## config.mk

```make
export PLATFORM = sky130hd
export DESIGN_NAME = kc705_icap_multiboot_ctrl
export DESIGN_NICKNAME = d
export VERILOG_FILES = /design/src/rtl/kc705_icap_pkg.sv /design/src/rtl/kc705_icap_multiboot_ctrl_sw_debounce.sv /design/src/rtl/kc705_icap_multiboot_ctrl.sv
export SDC_FILE = /design/constraint.sdc
export NUM_CORES = 1
export LEC_CHECK = 0
export ABC_CLOCK_PERIOD_IN_PS = 2500
export CORE_MARGIN = 3
export CORE_UTILIZATION = 40
export CTS_CLUSTER_SIZE = 40
export DETAILED_ROUTE_END_ITERATION = 10
export PLACE_DENSITY = 0.64
export SLEW_MARGIN = 25
export SYNTH_ARGS = -nofsm -noshare
export SYNTH_HDL_FRONTEND = slang
export SYNTH_SLANG_ARGS = --single-unit
```

## constraint.sdc

```tcl
create_clock -name clk_100m -period 2.5 [get_ports clk_100m]
set_input_delay 0.5 -clock clk_100m [delete_from_list [all_inputs] [get_ports clk_100m]]
set_output_delay 0.5 -clock clk_100m [all_outputs]
set_load 0.02 [all_outputs]
```

## src/rtl/kc705_icap_pkg.sv

```systemverilog
// Shared constants, state encoding and helpers for the KC705 ICAPE2 multiboot controller.
package kc705_icap_pkg;

    localparam int unsigned IPROG_LEN = 9;

    localparam logic [31:0] CMD_DUMMY     = 32'hFFFF_FFFF;
    localparam logic [31:0] CMD_SYNC      = 32'hAA99_5566;
    localparam logic [31:0] CMD_NOOP      = 32'h2000_0000;
    localparam logic [31:0] CMD_WR_WBSTAR = 32'h3002_0001;
    localparam logic [31:0] CMD_WR_CMD    = 32'h3000_8001;
    localparam logic [31:0] CMD_IPROG     = 32'h0000_000F;

    typedef enum logic [1:0] {
        WAIT_LOW = 2'd0,
        ARMED    = 2'd1,
        SEQ      = 2'd2,
        DONE     = 2'd3
    } mb_state_t;

    // ICAPE2 expects each byte bit-reversed; byte order is kept.
    function automatic logic [31:0] bitswap32(input logic [31:0] word);
        logic [31:0] swapped;
        for (int b = 0; b < 4; b++) begin
            for (int i = 0; i < 8; i++) begin
                swapped[8*b + i] = word[8*b + 7 - i];
            end
        end
        return swapped;
    endfunction

    function automatic logic [31:0] iprog_word(input logic [3:0] idx, input logic [31:0] wbstar);
        logic [31:0] word;
        case (idx)
            4'd0:    word = CMD_DUMMY;
            4'd1:    word = CMD_SYNC;
            4'd2:    word = CMD_NOOP;
            4'd3:    word = CMD_WR_WBSTAR;
            4'd4:    word = wbstar;
            4'd5:    word = CMD_NOOP;
            4'd6:    word = CMD_WR_CMD;
            4'd7:    word = CMD_IPROG;
            4'd8:    word = CMD_NOOP;
            default: word = CMD_NOOP;
        endcase
        return word;
    endfunction

endpackage

```

## src/rtl/kc705_icap_multiboot_ctrl_sw_debounce.sv

```systemverilog
// Two-flop synchroniser plus counter debounce for a slow mechanical switch, with a rise pulse.
module sw_debounce #(
    parameter int unsigned DEBOUNCE_CYCLES = 1_000_000
) (
    input  logic clk,
    input  logic rst,
    input  logic sw_raw,
    output logic sw_sync,
    output logic sw_stable,
    output logic sw_rise
);

    localparam int unsigned CNT_W = (DEBOUNCE_CYCLES > 2) ? $clog2(DEBOUNCE_CYCLES) : 1;

    logic             sync1_r;
    logic             sync2_r;
    logic             stable_r;
    logic             rise_r;
    logic [CNT_W-1:0] cnt_r;

    // Synchroniser resets high so an unseen switch is treated as possibly on.
    always_ff @(posedge clk or posedge rst) begin
        if (rst) begin
            sync1_r <= 1'b1;
            sync2_r <= 1'b1;
        end else begin
            sync1_r <= sw_raw;
            sync2_r <= sync1_r;
        end
    end

    // Stable value only flips after the synchronised input disagrees for the full window.
    always_ff @(posedge clk or posedge rst) begin
        if (rst) begin
            stable_r <= 1'b0;
            cnt_r    <= {CNT_W{1'b0}};
            rise_r   <= 1'b0;
        end else if (sync2_r == stable_r) begin
            cnt_r  <= {CNT_W{1'b0}};
            rise_r <= 1'b0;
        end else if (cnt_r == CNT_W'(DEBOUNCE_CYCLES - 1)) begin
            stable_r <= sync2_r;
            cnt_r    <= {CNT_W{1'b0}};
            rise_r   <= sync2_r;
        end else begin
            cnt_r  <= cnt_r + CNT_W'(1);
            rise_r <= 1'b0;
        end
    end

    assign sw_sync   = sync2_r;
    assign sw_stable = stable_r;
    assign sw_rise   = rise_r;

endmodule

```

## src/rtl/kc705_icap_multiboot_ctrl.sv

```systemverilog
// Issues the ICAPE2 IPROG sequence (warm boot from WBSTAR_ADDR) on a switch rise or boot_req.
module kc705_icap_multiboot_ctrl
    import kc705_icap_pkg::*;
#(
    parameter logic [31:0] WBSTAR_ADDR     = 32'h0080_0000,
    parameter int unsigned DEBOUNCE_CYCLES = 1_000_000
) (
    input  logic        clk_100m,
    input  logic        rst,
    input  logic        dip_sw0,
    input  logic        boot_req,
    output logic        icap_csib,
    output logic        icap_rdwrb,
    output logic [31:0] icap_i,
    output logic        armed,
    output logic        busy
);

    logic sw_sync_s;
    logic sw_stable_s;
    logic sw_rise_s;

    sw_debounce #(
        .DEBOUNCE_CYCLES (DEBOUNCE_CYCLES)
    ) u_sw_debounce (
        .clk       (clk_100m),
        .rst       (rst),
        .sw_raw    (dip_sw0),
        .sw_sync   (sw_sync_s),
        .sw_stable (sw_stable_s),
        .sw_rise   (sw_rise_s)
    );

    mb_state_t   state_r;
    logic [3:0]  idx_r;
    logic        csib_r;
    logic        rdwrb_r;
    logic [31:0] icap_i_r;
    logic        armed_r;
    logic        busy_r;

    // Arming needs the switch both debounced low and currently low, so a high power-up switch never reloads.
    always_ff @(posedge clk_100m or posedge rst) begin
        if (rst) begin
            state_r  <= WAIT_LOW;
            idx_r    <= 4'd0;
            csib_r   <= 1'b1;
            rdwrb_r  <= 1'b1;
            icap_i_r <= 32'h0000_0000;
            armed_r  <= 1'b0;
            busy_r   <= 1'b0;
        end else begin
            case (state_r)
                WAIT_LOW: begin
                    if (!sw_stable_s && !sw_sync_s) begin
                        state_r <= ARMED;
                        armed_r <= 1'b1;
                    end else begin
                        state_r <= WAIT_LOW;
                    end
                end
                ARMED: begin
                    if (sw_rise_s || boot_req) begin
                        state_r  <= SEQ;
                        armed_r  <= 1'b0;
                        busy_r   <= 1'b1;
                        csib_r   <= 1'b0;
                        rdwrb_r  <= 1'b0;
                        icap_i_r <= bitswap32(iprog_word(4'd0, WBSTAR_ADDR));
                        idx_r    <= 4'd1;
                    end else begin
                        state_r <= ARMED;
                    end
                end
                // idx_r names the next word to present; the first word went out on entry.
                SEQ: begin
                    if (idx_r == 4'(IPROG_LEN)) begin
                        state_r  <= DONE;
                        busy_r   <= 1'b0;
                        csib_r   <= 1'b1;
                        rdwrb_r  <= 1'b1;
                        icap_i_r <= 32'h0000_0000;
                        idx_r    <= 4'd0;
                    end else begin
                        icap_i_r <= bitswap32(iprog_word(idx_r, WBSTAR_ADDR));
                        idx_r    <= idx_r + 4'd1;
                    end
                end
                DONE: begin
                    state_r <= DONE;
                end
                default: begin
                    state_r  <= WAIT_LOW;
                    idx_r    <= 4'd0;
                    csib_r   <= 1'b1;
                    rdwrb_r  <= 1'b1;
                    icap_i_r <= 32'h0000_0000;
                    armed_r  <= 1'b0;
                    busy_r   <= 1'b0;
                end
            endcase
        end
    end

    assign icap_csib  = csib_r;
    assign icap_rdwrb = rdwrb_r;
    assign icap_i     = icap_i_r;
    assign armed      = armed_r;
    assign busy       = busy_r;

endmodule

```

==> reports/metrics.csv <==
stage,metric,value,unit
worst_hold_path,hold_depth,0,
sta,slew_headroom,52.9,%
floorplanning,fp.dieArea,0.00640,mm2
global_route,grt_pass1_vias,1486,
sta,grt_setup_unrepaired,false,
critical_path,r2r_start,u_sw_debounce.cnt_r[8],
critical_path,critPathBufInv,1,
synthesis,synth_area_leaders,"dfrtp_1 (46%), buf_4 (8.2%), nor2_1 (5.3%), a21oi_1 (4.3%), dfstp_2 (3.6%)",
critical_path,path_cells,clkdlybuf4s50_1,
critical_path,cp_max_fo,13,
synthesis,mappedNetlistNets,240,
status,outcome,"complete, no violations",
cts,clk_pin_slew,0.08,ns
synthesis,synth.distinct_cells,38,
layout,antenna_cells_inserted,0,
global_route,grt-ovfl-total,0,
placed_design,preCtsSetupSlack,0.604,ns
sta,finalSetupViolCount,0,
floorplanning,dieHeight,80.0,um
sta,fin_worst_skew,0.00729,ns
cts,clock_path_buffers,2,
placed_design,place_congestion,0.786,
floorplanning,core,0.00520,mm2
power_and_ir_drop,sw_frac_of_total,39.6,%
synthesis,yosys_warnings,0,
critical_path,r2r_cells,4,
sta,slew_viol_final,0,
critical_path,cp.required,2.00,ns
drt,drtAntennaViolNets,0,
synthesis,synth-seq-cells,43,
drt,firstDrtPassIters,4,
cts,post_cts_buffers,0,
drt,vias_per_cell,4.95,
layout,drive_gt1_share,7.54,%
critical_path,startpoint_type,flip-flop,
drt,drt_iter0_drc,67,
sta,finalCriticalPeriod,2.01,ns
power_and_ir_drop,intPower,1.60,mW
power_and_ir_drop,p_seq_share,36.0,%
floorplanning,fp.dieW,80.0,um
critical_path,reg2reg_to,u_sw_debounce.cnt_r[17],
floorplanning,ios,40,
power_and_ir_drop,ir_worst_vdd,0.603,mV
layout,design_area,0.00260,mm2
floorplanning,num_rows,26,
drt,wl_per_cell,12.5,um
cts,cts_root_buf,clkbuf_8,
global_route,antenna_found_initial,0,
critical_path,worstPathArrival,1.51,ns
floorplanning,start_util,42.1,%
sta,fin_ws,0.491,ns
sta,finalCritPeriodShare,80.3,%
placed_design,placed_area,0.00251,mm2
cts,cts_tree,built,
worst_hold_path,hp-class,reg -> reg,
global_route,grt_max_degree,25,
cts,numCtsBuffers,5,
cts,ctsHoldBuffers,0,
power_and_ir_drop,total_leakage_power,1.06,nW
critical_path,crit_family,buffers and inverters,
synthesis,synth_edf_count,0,
critical_path,cp-end-kind,output port,
worst_hold_path,min_from,u_sw_debounce.sync1_r,
drt,vias,1595,
drt,wl,4020,um
worst_hold_path,min_to,u_sw_debounce.sw_sync,
sta,setup-tns-final,0,ns
power_and_ir_drop,p_comb_share,47.4,%
sta,hold_viol,0,
synthesis,syn_area,0.00219,mm2
sta,worstMarginPinSlew,0.702,ns
global_route,grt_pass1_wl,6890,um
synthesis,synth_top_area_share,45.7,%
cts,clk_latency,0.29,ns
critical_path,slowest_stage,clkdlybuf4s50_1,
layout,final_nets,261,
synthesis,avgSynthCellArea,9.53,um2
cts,clock_sinks,43,
critical_path,worstSetupPathType,reg -> out,
power_and_ir_drop,switchingPower,1.05,mW
run,drv_cap,0,
synthesis,yosysSeqAreaShare,49.3,%
cts,ctsHtreeMaxLevel,2,
synthesis,synth_cells,230,
sta,max_freq,0.498,GHz
synthesis,yosysTopAreaCell,dfrtp_1,
synthesis,synth-async-reset-ratio,100,%
global_route,grt_usage,13.5,%
drt,drc,0,
power_and_ir_drop,clkPwrFrac,16.6,%
cts,cts_resized,0,
synthesis,synthFlopType,dfrtp_1,
layout,syn2layout_area_growth,18.5,%
critical_path,slowest_delay,0.68,ns
power_and_ir_drop,p_per_area,1020,mW/mm2
critical_path,rrSetupSlack,0.57,ns
placed_design,dpl.hpwl,2880,um
placed_design,portBuffers,39,
-- Yosys cell counts (2+ instances only) --
library cell and n:
nand2b_1 3, nand3_1 8, or4_1 5, clkbuf_1 3
and2_1 2, nand4_1 2, a21oi_1 19, xor2_1 5
ha_1 6, nor4_1 2, o21ai_0 12, buf_4 24
or3_1 3, o31ai_1 4, xnor2_1 8, nor3_1 4
and4_1 2, dfstp_2 3, dfrtp_1 40, inv_1 11
nor2b_1 2, nor2_1 31, nand2_1 16
-- metal layers --
layer / global-route usage, % / vias up / part of all wire (%)
met5: 0 / - / 0
met4: 4.90 / 0 / 1.8
met3: 3.05 / 9 / 3.4
met2: 22.4 / 30 / 48
met1: 17.2 / 761 / 46
li1: - / 795 / -
-- cell families after synthesis --
family | share of synthesized area, %
compound gates | 11.1
simple gates | 20.1
buf+inv | 10.8
flops | 49.3
xor+xnor | 5.19
fa+ha+maj | 3.42
-- power groups by stage --
stage,clock (mW),combinational [mW],sequential (mW)
after floorplan,0,0.826,1.05
after global placement,0,1.26,0.966
after detailed placement,0,1.27,0.971
after CTS,0.454,1.27,0.956
after global routing,0.490,1.35,0.980
final,0.440,1.25,0.952
-- final cells by class --
cell class                 count  area, um2
timing repair buffer          42        425
multi-input combinational    148        875
sequential                    43       1080
inverter                      11       41.3
clock buffer                   5       68.8
tap                           70       87.6
clock inverter                 3       20.0
fill                         490       2610
-- metrics by stage --
step / cells / util [%] / hold slack (ns) / total power [mW]
6_report: 322 / 49.9 / 0.358 / 2.65
5_1_grt: 322 / 49.9 / 0.362 / 2.82
4_1_cts: 322 / 49.9 / 0.360 / 2.68
3_5_place_dp: 314 / 48.2 / 0.348 / 2.24
3_3_place_gp: 314 / 48.2 / 0.346 / 2.22
2_1_floorplan: 230 / - / 0.345 / 1.87
-- placed cells by master (no fill, tap or decap), types with 5 or more instances in the layout --
cell type | synthesis | routed
a21oi_1 | 19 | 19
clkbuf_8 | 0 | 5
clkdlybuf4s50_1 | 0 | 39
dfrtp_1 | 40 | 40
ha_1 | 6 | 6
inv_1 | 11 | 10
nand2_1 | 16 | 16
nand3_1 | 8 | 8
nor2_1 | 31 | 31
o21ai_0 | 12 | 12
or4_1 | 5 | 5
xnor2_1 | 8 | 8
xor2_1 | 5 | 5
-- flip-flops by register name, summed over array words and instances (netlist names) --
name and flops:
u_sw_debounce.cnt_r 20, icap_i 10, idx_r 4, state_r 2, armed 1, busy 1, icap_rdwrb 1, u_sw_debounce.sw_rise 1
u_sw_debounce.sw_stable 1, u_sw_debounce.sw_sync 1, u_sw_debounce.sync1_r 1
-- worst max-delay path by stage --
| stage | endpoint | startpoint | cells after the start | slack [ns] |
|---|---|---|---|---|
| after floorplan | u_sw_debounce.cnt_r[10] | u_sw_debounce.cnt_r[0] | 6 | 0.66 |
| after global placement | u_sw_debounce.cnt_r[8] | u_sw_debounce.cnt_r[0] | 6 | 0.67 |
| after detailed placement | u_sw_debounce.cnt_r[12] | u_sw_debounce.cnt_r[0] | 6 | 0.60 |
| after CTS | icap_i[23] | icap_i[30] | 1 | 0.47 |
| after global routing | u_sw_debounce.cnt_r[9] | u_sw_debounce.cnt_r[0] | 6 | 0.41 |
| final | icap_i[23] | icap_i[30] | 1 | 0.49 |
Note: power is estimated with default switching activity, not from simulation.
